--- config.mk ---
export PLATFORM = sky130hd
export DESIGN_NAME = fetch_unit_flat
export DESIGN_NICKNAME = d
export VERILOG_FILES = /design/src/rtl/fetch_unit_if.sv /design/src/rtl/fetch_unit.sv /design/src/flat_wrapper.sv
export SDC_FILE = /design/constraint.sdc
export NUM_CORES = 1
export LEC_CHECK = 0
export BUFFER_PORTS_ARGS = -buffer_cell sky130_fd_sc_hd__buf_2
export CAP_MARGIN = 10
export CORE_ASPECT_RATIO = 0.6
export CORE_UTILIZATION = 41
export CTS_BUF_LIST = sky130_fd_sc_hd__clkbuf_8
export DETAILED_ROUTE_END_ITERATION = 8
export PLACE_DENSITY = 0.74
export SYNTH_ARGS = -nofsm -noshare
export SYNTH_HDL_FRONTEND = slang
export SYNTH_SLANG_ARGS = --single-unit
--- constraint.sdc ---
create_clock -name clk -period 9.1 [get_ports clk]
set_clock_uncertainty 0.15 [all_clocks]
set_input_delay 1.365 -clock clk [delete_from_list [all_inputs] [get_ports clk]]
set_output_delay 1.365 -clock clk [all_outputs]
set_load 0.02 [all_outputs]
--- src/rtl/fetch_unit_if.sv ---
// Fetch unit bus bundle: instruction-memory request/response channel,
// redirect input and the decode-facing instruction channel.
// master = fetch unit side, slave = memory/decode/branch-resolution side.
interface fetch_unit_if;
   logic        imem_req_valid;
   logic        imem_req_ready;
   logic [31:0] imem_req_addr;
   logic        imem_resp_valid;
   logic [31:0] imem_resp_data;
   logic        redirect;
   logic [31:0] redirect_pc;
   logic        instr_valid;
   logic        instr_ready;
   logic [31:0] instr;
   logic [6:0]  instr_op;
   logic [31:0] instr_pc;
   logic [31:0] instr_pc_plus4;

   modport master (
      output imem_req_valid, imem_req_addr,
      input  imem_req_ready, imem_resp_valid, imem_resp_data,
      input  redirect, redirect_pc,
      output instr_valid, instr, instr_op, instr_pc, instr_pc_plus4,
      input  instr_ready
   );

   modport slave (
      input  imem_req_valid, imem_req_addr,
      output imem_req_ready, imem_resp_valid, imem_resp_data,
      output redirect, redirect_pc,
      input  instr_valid, instr, instr_op, instr_pc, instr_pc_plus4,
      output instr_ready
   );
endinterface

--- src/rtl/fetch_unit.sv ---
// Instruction fetch: owns the PC, issues in-order word requests, buffers returned words for decode.
// Latency: memory response to instr_valid is 1 cycle; request valid depends on registered state only.
// Backpressure: credit-limited, buffered + outstanding words never exceed FIFO_DEPTH; redirect flushes all.
//
// Ports: clk/reset (sync, active-high); bus (fetch_unit_if.master) carries the imem
// request/response channel, redirect/redirect_pc and the instr/instr_op/instr_pc/
// instr_pc_plus4 channel to decode.
// Optional macro FETCH_PERF_EN adds saturating perf_fetched/perf_flushed/perf_starved outputs.
module fetch_unit #(
   parameter logic [31:0] RESET_PC   = 32'h0000_0000,
   parameter int          FIFO_DEPTH = 2
) (
   input  logic         clk,
   input  logic         reset,
   fetch_unit_if.master bus
`ifdef FETCH_PERF_EN
   ,
   output logic [31:0]  perf_fetched,
   output logic [31:0]  perf_flushed,
   output logic [31:0]  perf_starved
`endif
);
   localparam int PW = $clog2(FIFO_DEPTH);
   localparam int CW = PW + 1;
   localparam logic [CW:0]   DEPTH_W  = (CW+1)'(FIFO_DEPTH);
   localparam logic [CW-1:0] FULL_CNT = CW'(FIFO_DEPTH);

   logic          init_q;
   logic [31:0]   fetch_pc_q, fetch_pc_d;
   logic [CW-1:0] out_q, out_d;
   logic [CW-1:0] stale_q, stale_d;
   logic [CW-1:0] count_q, count_d;
   logic [PW-1:0] rd_ptr_q, rd_ptr_d, wr_ptr_q, wr_ptr_d;
   logic [PW-1:0] iss_ptr_q, iss_ptr_d, ret_ptr_q, ret_ptr_d;
   logic [31:0]   data_q [FIFO_DEPTH];
   logic [31:0]   pc_q   [FIFO_DEPTH];
   // Address of every issued request, consumed in order as responses return.
   logic [31:0]   rec_q  [FIFO_DEPTH];

   logic req_hs, resp, drop, push, pop, head_vld;
   logic rpc_lsb_unused;

   assign rpc_lsb_unused = |bus.redirect_pc[1:0];

   // init_q keeps requests off while reset is held and for the first cycle after it.
   assign bus.imem_req_valid = !init_q && (({1'b0, count_q} + {1'b0, out_q}) < DEPTH_W);
   assign bus.imem_req_addr  = fetch_pc_q;

   assign req_hs = bus.imem_req_valid && bus.imem_req_ready;
   assign resp   = bus.imem_resp_valid;
   assign drop   = resp && (stale_q != '0);
   // Redirect wins: any same-cycle push or pop is cancelled by the clear.
   assign push   = resp && !drop && !bus.redirect;
   assign pop    = head_vld && bus.instr_ready && !bus.redirect;

   assign head_vld           = (count_q != '0);
   assign bus.instr_valid    = head_vld;
   assign bus.instr          = head_vld ? data_q[rd_ptr_q] : '0;
   assign bus.instr_op       = bus.instr[6:0];
   assign bus.instr_pc       = head_vld ? pc_q[rd_ptr_q] : '0;
   assign bus.instr_pc_plus4 = head_vld ? (pc_q[rd_ptr_q] + 32'd4) : '0;

   always_comb begin
      fetch_pc_d = fetch_pc_q;
      out_d      = out_q + CW'(req_hs) - CW'(resp);
      stale_d    = stale_q;
      count_d    = count_q;
      rd_ptr_d   = rd_ptr_q;
      wr_ptr_d   = wr_ptr_q;
      iss_ptr_d  = iss_ptr_q + PW'(req_hs);
      ret_ptr_d  = ret_ptr_q + PW'(resp);
      if (bus.redirect) begin
         fetch_pc_d = {bus.redirect_pc[31:2], 2'b00};
         count_d    = '0;
         rd_ptr_d   = '0;
         wr_ptr_d   = '0;
         // Everything still in flight after this edge belongs to the old path.
         stale_d    = out_d;
      end else begin
         if (req_hs) begin
            fetch_pc_d = fetch_pc_q + 32'd4;
         end
         stale_d  = stale_q - CW'(drop);
         count_d  = count_q + CW'(push) - CW'(pop);
         rd_ptr_d = rd_ptr_q + PW'(pop);
         wr_ptr_d = wr_ptr_q + PW'(push);
      end
   end

   always_ff @(posedge clk) begin
      if (reset) begin
         init_q     <= 1'b1;
         fetch_pc_q <= RESET_PC;
         out_q      <= '0;
         stale_q    <= '0;
         count_q    <= '0;
         rd_ptr_q   <= '0;
         wr_ptr_q   <= '0;
         iss_ptr_q  <= '0;
         ret_ptr_q  <= '0;
      end else begin
         init_q     <= 1'b0;
         fetch_pc_q <= fetch_pc_d;
         out_q      <= out_d;
         stale_q    <= stale_d;
         count_q    <= count_d;
         rd_ptr_q   <= rd_ptr_d;
         wr_ptr_q   <= wr_ptr_d;
         iss_ptr_q  <= iss_ptr_d;
         ret_ptr_q  <= ret_ptr_d;
      end
   end

   // Storage needs no reset: head fields are masked while the buffer is empty.
   always_ff @(posedge clk) begin
      if (!reset && req_hs) begin
         rec_q[iss_ptr_q] <= fetch_pc_q;
      end
      if (!reset && push) begin
         data_q[wr_ptr_q] <= bus.imem_resp_data;
         pc_q[wr_ptr_q]   <= rec_q[ret_ptr_q];
      end
   end

   always @(posedge clk) begin
      if (!reset) begin
         assert (!(push && !pop && count_q == FULL_CNT));
         assert (!(resp && out_q == '0));
      end
   end

`ifdef FETCH_PERF_EN
   logic [31:0] fetched_q, flushed_q, starved_q;
   logic [31:0] flush_inc;

   function automatic logic [31:0] sat_add(input logic [31:0] a, input logic [31:0] b);
      logic [32:0] s;
      s = {1'b0, a} + {1'b0, b};
      return s[32] ? 32'hFFFF_FFFF : s[31:0];
   endfunction

   // On redirect the whole buffer plus any arriving word are thrown away.
   assign flush_inc = bus.redirect ? (32'(count_q) + 32'(resp)) : 32'(drop);

   always_ff @(posedge clk) begin
      if (reset) begin
         fetched_q <= '0;
         flushed_q <= '0;
         starved_q <= '0;
      end else begin
         fetched_q <= sat_add(fetched_q, 32'(pop));
         flushed_q <= sat_add(flushed_q, flush_inc);
         starved_q <= sat_add(starved_q, 32'(bus.instr_ready && !head_vld));
      end
   end

   assign perf_fetched = fetched_q;
   assign perf_flushed = flushed_q;
   assign perf_starved = starved_q;
`endif
endmodule

--- src/flat_wrapper.sv ---
// flat-port wrapper written by rule: the top's interface ports become plain ports
module fetch_unit_flat 
#(
   parameter logic [31:0] RESET_PC   = 32'h0000_0000,
   parameter int          FIFO_DEPTH = 2
)
  (clk, reset, bus_imem_req_valid, bus_imem_req_addr, bus_imem_req_ready, bus_imem_resp_valid, bus_imem_resp_data, bus_redirect, bus_redirect_pc, bus_instr_valid, bus_instr, bus_instr_op, bus_instr_pc, bus_instr_pc_plus4, bus_instr_ready);
  fetch_unit_if bus_i ();
  input  logic clk;
  input  logic reset;
  output wire logic [$bits(bus_i.imem_req_valid)-1:0] bus_imem_req_valid;
  output wire logic [$bits(bus_i.imem_req_addr)-1:0] bus_imem_req_addr;
  input wire logic [$bits(bus_i.imem_req_ready)-1:0] bus_imem_req_ready;
  input wire logic [$bits(bus_i.imem_resp_valid)-1:0] bus_imem_resp_valid;
  input wire logic [$bits(bus_i.imem_resp_data)-1:0] bus_imem_resp_data;
  input wire logic [$bits(bus_i.redirect)-1:0] bus_redirect;
  input wire logic [$bits(bus_i.redirect_pc)-1:0] bus_redirect_pc;
  output wire logic [$bits(bus_i.instr_valid)-1:0] bus_instr_valid;
  output wire logic [$bits(bus_i.instr)-1:0] bus_instr;
  output wire logic [$bits(bus_i.instr_op)-1:0] bus_instr_op;
  output wire logic [$bits(bus_i.instr_pc)-1:0] bus_instr_pc;
  output wire logic [$bits(bus_i.instr_pc_plus4)-1:0] bus_instr_pc_plus4;
  input wire logic [$bits(bus_i.instr_ready)-1:0] bus_instr_ready;
  assign bus_imem_req_valid = bus_i.imem_req_valid;
  assign bus_imem_req_addr = bus_i.imem_req_addr;
  assign bus_i.imem_req_ready = bus_imem_req_ready;
  assign bus_i.imem_resp_valid = bus_imem_resp_valid;
  assign bus_i.imem_resp_data = bus_imem_resp_data;
  assign bus_i.redirect = bus_redirect;
  assign bus_i.redirect_pc = bus_redirect_pc;
  assign bus_instr_valid = bus_i.instr_valid;
  assign bus_instr = bus_i.instr;
  assign bus_instr_op = bus_i.instr_op;
  assign bus_instr_pc = bus_i.instr_pc;
  assign bus_instr_pc_plus4 = bus_i.instr_pc_plus4;
  assign bus_i.instr_ready = bus_instr_ready;
  fetch_unit #(.RESET_PC(RESET_PC), .FIFO_DEPTH(FIFO_DEPTH)) u_core (.clk(clk), .reset(reset), .bus(bus_i));
endmodule
=== Yosys cells after proc, flatten, opt, wreduce, memory -nomap -nowiden ===
Memory sizes are Yosys's and may differ from the RTL's. A register that Yosys moved wholly into a read port is not among the register bits.
Cells that the tools add are included.

* Register bits after elaboration: 43
* Bits in writable memories: 192
* Input bits: 70
* Output and inout port bits: 137
* Word-level logic and storage cells: 57
* Memories kept: 3

{| class="wikitable"
|+ Memories
! memory !! words !! bits a word !! rd ports !! clocked after Yosys merged registers in !! write ports !! RTL line !! text
|-
| u_core.data_q || 2 || 32 || 1 || 1 || 1 || fetch_unit.sv:35 || <nowiki>logic [31:0] data_q [FIFO_DEPTH];</nowiki>
|-
| u_core.pc_q || 2 || 32 || 1 || 1 || 1 || fetch_unit.sv:36 || <nowiki>logic [31:0] pc_q [FIFO_DEPTH];</nowiki>
|-
| u_core.rec_q || 2 || 32 || 1 || 1 || 1 || fetch_unit.sv:38 || <nowiki>logic [31:0] rec_q [FIFO_DEPTH];</nowiki>
|}

* Add/sub/neg operators: 12
* Magnitude comparators: 1
* Mux-type cells: 14
* Reductions and logical operators: 17

{| class="wikitable"
|+ Operators by type and width
! kind !! count
|-
| $mux W32 || 5
|-
| $add A32 B3 Y32 const B || 2
|-
| $logic_and A1 B1 Y1 || 9
|-
| $mux W1 || 8
|-
| $reduce_bool A2 Y1 || 3
|-
| $sub A2 B1 Y2 || 3
|-
| $add A1 B1 Y1 || 4
|-
| $add A2 B1 Y2 || 2
|-
| $logic_not A1 Y1 || 4
|-
| $add A2 B2 Y3 || 1
|-
| $lt A3 B2 Y1 const B || 1
|-
| $mux W2 || 1
|-
| $reduce_or A2 Y1 || 1
|}

=== Logic depth before layout (Yosys ltp) ===
Gate-level depths: netlist of the first run.

* Depth in word-level cells: 8
* Depth in mapped cells: 11
* Gate-level depth less buffers: 9

=== Worst setup path before layout of the first run ===
Ideal clock, no wire load.

* Path type: in2reg
* Start point: input port bus_redirect
* End point: memory u_core.data_q[1][0] (enable)
* Setup time: 0.657 ns
* Arrival: 8.049 ns
* Required time: 8.293 ns
* Setup slack: 0.244 ns
* Stages on the path: 2
* Path buffers: 1
* Cell sequence: clkbuf_1 > nor4b_1

* Word-level cells in the longest chain between the ends: 5

{| class="wikitable"
|+ RTL lines
! item !! RTL line !! text
|-
| start, declared || flat_wrapper.sv:16 || <nowiki>input wire logic [$bits(bus_i.redirect)-1:0] bus_redirect;</nowiki>
|-
| $logic_not A1 Y1 || fetch_unit.sv:53 || <nowiki>assign push = resp && !drop && !bus.redirect;</nowiki>
|-
| $logic_and A1 B1 Y1 || fetch_unit.sv:53 ||
|-
| $logic_and A1 B1 Y1 || fetch_unit.sv:119 || <nowiki>if (!reset && push) begin</nowiki>
|-
| $mux W1 || fetch_unit.sv:119 ||
|-
| $mux W1 (not written as such) || fetch_unit.sv:120 || <nowiki>data_q[wr_ptr_q] <= bus.imem_resp_data;</nowiki>
|-
| end, declared || fetch_unit.sv:35 ||
|}

No other way between the ends.

==> results of run 1 <==
[critical path, stage by stage (launching register included)]
cell,delay (ns)
dfxtp_4,0.59
buf_4,0.78
mux2i_1,0.45
a221oi_2,0.57
nand4_1,0.42
o31a_1,0.36
nor3_1,0.16
buf_2,0.20
[flip-flops by register name, indices dropped and copies added (netlist names), 2 cells and up]
signal                    flops
u_core.data_q                64
u_core.pc_q                  60
u_core.rec_q                 60
u_core.bus.imem_req_addr     30
u_core.count_q                2
u_core.out_q                  2
u_core.stale_q                2
[cell type report]
type	count	area, µm²	share of cell area
clock buffer	39	537	0.0454
clock inverter	23	146	0.0124
inverter	10	37.5	0.00317
multi-input combinational	483	3310	0.280
sequential	225	6350	0.537
tap	315	394	0.0333
timing repair buffer	206	1050	0.0888
[power by group through the flow]
stage | combinational (mW) | clock, mW | sequential (mW)
2_1_floorplan | 0.145 | 0 | 1.22
4_1_cts | 0.230 | 0.854 | 1.19
3_5_place_dp | 0.229 | 0 | 1.22
5_1_grt | 0.251 | 0.897 | 1.20
3_3_place_gp | 0.225 | 0 | 1.21
6_report | 0.228 | 0.829 | 1.19
[metrics by stage]
step	std cells	cell area, µm²
floorplan	770	9930
global placement	1239	11100
finish	1301	11800
global route	1301	11800
CTS	1301	11800
detailed placement	1239	11100
[Yosys cell counts (9+ instances only)]
cell type / number / area [µm²]
nand4_1: 27 / 169
buf_4: 15 / 113
inv_1: 10 / 37.5
a21oi_1: 17 / 85.1
a211oi_1: 26 / 195
edfxtp_1: 184 / 5530
nand2_1: 37 / 139
mux2i_1: 63 / 631
mux2_2: 34 / 383
o21ai_0: 11 / 55.1
xor2_1: 25 / 219
clkbuf_1: 22 / 82.6
and3_1: 9 / 56.3
nor2_1: 115 / 432
xnor2_1: 23 / 201
dfxtp_1: 41 / 821
nand3_1: 16 / 80.1
[path summary, 6_finish.rpt]
check,start,to,slack (ns),depth (start not counted)
max,u_core.rd_ptr_q$_SDFF_PP0_,bus_instr_pc_plus4[31],3.54,7
max reg2reg,u_core.count_q[0]$_SDFF_PP0_,u_core.bus.imem_req_addr[31]$_SDFFE_PP0P_,5.37,8
min reg2reg,u_core.bus.imem_req_addr[15]$_SDFFE_PP0P_,u_core.rec_q[1][15]$_DFFE_PP_,0.40,0
min,u_core.bus.imem_req_addr[15]$_SDFFE_PP0P_,u_core.rec_q[1][15]$_DFFE_PP_,0.40,0
[metal layers]
metal	vias up	share of wire	track usage
met5	-	0	0
met2	247	0.41	0.262
met4	0	0.011	0.0432
met3	24	0.068	0.0428
li1	3221	-	-
met1	3184	0.51	0.283
[cell usage in the layout, fill, tap and decap left out, types with 3 or more instances in the layout]
cell	count
buf_2	198
edfxtp_1	184
nor2_1	114
mux2i_1	63
dfxtp_1	40
clkbuf_8	39
nand2_1	37
mux2_2	34
nand4_1	27
a211oi_1	26
xor2_1	25
xnor2_1	23
inv_1	22
a21oi_1	17
nand3_1	16
o21ai_0	11
and3_1	9
nand4b_1	8
buf_4	8
nor3_1	7
and2_1	7
ha_1	7
conb_1	6
nand3b_1	5
o31ai_1	5
clkinv_1	5
or3_1	4
a22oi_1	3
and4_1	3
a311oi_1	3
clkinv_2	3
[cell families (layout without fill, tap and decap cells)]
| group | count (synthesis) | in the layout | share of synthesized area |
|---|---|---|---|
| AND/OR/NAND/NOR | 252 | 252 | 0.125 |
| adder cells (fa/ha/maj) | 8 | 8 | 0.0109 |
| other | 1 | 6 | 0.000378 |
| AO/OA/AOI/OAI | 72 | 72 | 0.0490 |
| multiplexers | 97 | 97 | 0.102 |
| flip-flops | 225 | 225 | 0.640 |
| XOR/XNOR | 48 | 48 | 0.0424 |
| buffers and inverters | 62 | 278 | 0.0302 |
==> results.cfg, run 1 <==
[run_status]
run_status = complete, no violations

[drt]
antenna_violating_nets_post_route = 0
firstDrtPassIters = 4
drt_first_iter_violations = 444
vias_per_cell = 5.13
vias = 6676
drc_errors = 0
wirelength_um = 23100
post_drt_wl_per_cell_um = 17.8

[synthesis]
yosysWarnings = 0
postSynthAreaPerCell_um2 = 13.0
synth_async_sr_flop_share = 0
most_instantiated_flip_flop_cell_in_the_synthesis_netlist = edfxtp_1
mappedNetlistArea_mm2 = 0.00991
synth-edff-count = 184
count_of_different_cell_masters_after_synthesis = 45
synthCells = 765
synth.yosys.seq_area_share = 0.640
synth-seq-cells = 225

[die]
core.rowCount = 43
core_area_mm2 = 0.0234
num_io_pins = 207
die_height_um = 122
design.die.area_mm2 = 0.0248
floorplan.initialDensity = 0.423
die_w_um = 203

[power]
p_int_mw = 1.69
report.power.total_mw = 2.25
clock_power_share = 0.368
ir_worst_vdd_mv = 0.0896
power-per-cell-area_mw_per_mm2 = 190
pwr-share-seq = 0.531
power_switching_mw = 0.557
swShare = 0.247
power_leakage_nw = 4.45
power.combinational.fraction = 0.101

[layout]
n_fill_cell = 2070
postLayoutCoreUtil = 0.505
n_antenna_cell = 0
drive_above_1_share = 0.300
layout.nets = 1040
area_growth_syn_to_layout_pct = 19.4

[timing]
hold_viol = 0
minimum_period_implied_by_the_final_worst_setup_slack_ns = 5.56
report.final.slew_viol_count = 0
grt_setup_unrepaired = no
worst-slew-pin-transition_ns = 0.952
period_share = 0.611
finalSetupTns_ns = 0
hold_ws_ns = 0.401
max-slew-margin-rel = 0.365
setup_slack_ns = 3.54
timing.final.setup_violations = 0
fmax_mhz = 180

[setup_path]
end_kind = output port
worst_path_arrival_time_ns = 4.05
worst_ep_required_time_ns = 7.59
crit_path_max_fanout = 59
start_kind = flip-flop
worstSetupPathType = flip-flop to output port

[clock_network]
tritoncts = yes
postCtsHoldBufs = 0
cts-root-buf = clkbuf_8
h-tree-depth = 2
cts_made_buffers = 36
clk_sinks = 225
cts_setup_buffers = 0
ctsLongestPathBuffers = 3
postCtsResizedCells = 0
worstSkewPairLatency_ns = 0.52
clkTransAtPathRegs_ns = 0.07

[placed_design]
finalWeightedCongestion = 0.809
detailed_place_hpwl_um = 15800
port-buffer-count = 198
pre_cts_ws_ns = 3.97

[global_routing]
grt_start_max_net_pins = 81
grt_util_all_layers = 0.185
grt_pass1_vias = 6318
global_route_wire_length_before_repair_um = 35000
globalRoute.totalOverflow = 0
antenna_found_initial = 0

[run]
maxCapViolations = 0

[hold_path]
hold_class = flip-flop to flip-flop
No activity file was read; power rests on OpenSTA's default activity.
==> run 2: changes to the inputs <==
Settings changed: PLACE_DENSITY 0.74 to 0.72.
Clock period 9.1 ns to 5.58 ns, I/O delays scaled along.
==> run 2 against run 1 <==
  * Die area unchanged
  * Clock power increased by 63%
  * Routed wire length increased by 1.3%
  * Clock-buffer cell count unchanged
==> results.cfg, run 2 (synthesis results as in run 1) <==
[die]
die_w_um = 203
die_height_um = 122
design.die.area_mm2 = 0.0248
floorplan.initialDensity = 0.423
num_io_pins = 207
core.rowCount = 43
core_area_mm2 = 0.0234

[setup_path]
r2r_start = u_core.count_q[0]$_SDFF_PP0_
start_kind = flip-flop
worst_ep_required_time_ns = 4.59
worst_path_arrival_time_ns = 3.77
rr_endpoint = u_core.bus.imem_req_addr[29]$_SDFFE_PP0P_
end_kind = output port
crit_path_max_fanout = 61
worstSetupPathType = flip-flop to output port
worst-r2r-setup-slack_ns = 1.93
r2r_cells = 8

[drt]
drc_errors = 0
post_drt_wl_per_cell_um = 18.0
firstDrtPassIters = 5
vias_per_cell = 5.19
vias = 6746
antenna_violating_nets_post_route = 0
wirelength_um = 23400
drt_first_iter_violations = 444

[global_routing]
antenna_found_initial = 0
grt_start_max_net_pins = 81
grt_util_all_layers = 0.186
global_route_wire_length_before_repair_um = 35300
grt_pass1_vias = 6246
globalRoute.totalOverflow = 0

[clock_network]
cts_made_buffers = 35
cts_setup_buffers = 0
postCtsHoldBufs = 0
tritoncts = yes
clk_sinks = 225
worstSkewPairLatency_ns = 0.51
ctsLongestPathBuffers = 3
clkTransAtPathRegs_ns = 0.07
h-tree-depth = 2
postCtsResizedCells = 0
cts-root-buf = clkbuf_8

[hold_path]
min_from = bus_imem_resp_data[3]
hold_class = input pin to flip-flop
min_to = u_core.data_q[0][3]$_DFFE_PP_
min_delay_path_depth = 1

[layout]
biggestRegsByFlops = u_core.data_q: 64 flops, u_core.pc_q: 60 flops, u_core.rec_q: 60 flops
layout.nets = 1039
n_antenna_cell = 0
most-common-layout-cells = buf_2, edfxtp_1, nor2_1, mux2i_1
n_fill_cell = 2094
final-instance-count-excl-fill = 1301
most_common_cell_after_layout_fill_and_taps_aside = buf_2
area_growth_syn_to_layout_pct = 19.5
largest-register = u_core.data_q
drive_above_1_share = 0.300
largest_register_ffs = 64

[timing]
grt_setup_unrepaired = no
finalSetupTns_ns = 0
fmax_mhz = 210
setup_slack_ns = 0.820
max-slew-margin-rel = 0.377
report.final.slew_viol_count = 0
minimum_period_implied_by_the_final_worst_setup_slack_ns = 4.76
hold_ws_ns = 0.369
timing.final.setup_violations = 0
hold_viol = 0
worst-slew-pin-transition_ns = 0.935
period_share = 0.853

[placed_design]
detailed_place_hpwl_um = 15800
port-buffer-count = 198
finalWeightedCongestion = 0.816
dp_cells = 1239
pre_cts_ws_ns = 1.34

[power]
ir_worst_vdd_mv = 0.139
power_leakage_nw = 4.45
report.power.total_mw = 3.67
power-per-cell-area_mw_per_mm2 = 310

[run]
maxCapViolations = 0

[run_status]
run_status = complete, no violations
==> run 2: power breakdown <==
part	total [mW]	switching, mW	leakage (nW)	internal (mW)
clock network	1.35	0.615	0.386	0.733
registers	1.96	0.0631	2.02	1.89
logic	0.367	0.231	2.05	0.136
==> run 2: metrics by stage <==
stage	util	cell area, µm²
final	0.506	11800
after floorplan	-	9940
after detailed placement	0.477	11200
after CTS	0.506	11800
after global routing	0.506	11800
after global placement	0.477	11200
==> run 2: cell type report <==
type	instances	area, µm²	share of cell area
repair buffers	206	1050	0.0887
well taps	315	394	0.0333
clock inverters	23	143	0.0120
clock buffers	39	537	0.0453
inverters	10	37.5	0.00317
flip-flops and latches	225	6350	0.536
multi-input cells	483	3330	0.281
==> run 2: how the worst max path moves through the flow <==
stage	start	end	slack, ns	depth (start not counted)
6_report	u_core.rd_ptr_q$_SDFF_PP0_	bus_instr_pc_plus4[26]	0.82	8
5_1_grt	u_core.rd_ptr_q$_SDFF_PP0_	bus_instr_pc_plus4[26]	0.56	8
4_1_cts	u_core.rd_ptr_q$_SDFF_PP0_	bus_instr_pc_plus4[26]	0.77	8
3_5_place_dp	u_core.rd_ptr_q$_SDFF_PP0_	bus_instr_pc_plus4[26]	1.34	8
3_3_place_gp	u_core.rd_ptr_q$_SDFF_PP0_	bus_instr_pc_plus4[26]	1.37	8
2_1_floorplan	reset	u_core.data_q[0][0]$_DFFE_PP_	0.26	3
==> run 2: critical path: stages, from the launching register on <==
cell      delay, ns
dfxtp_4        0.87
mux2_2         0.34
ha_1           0.15
inv_1          0.08
a211oi_1       0.43
nand4_1        0.49
a21oi_1        0.33
mux2i_1        0.33
buf_2          0.23
==> run 2: metal layers <==
metal	global-route usage	part of all wire	up-vias
met1	0.284	0.50	3250
li1	-	-	3211
met5	0	0	-
met3	0.0470	0.072	27
met4	0.0395	0.013	0
met2	0.265	0.41	258
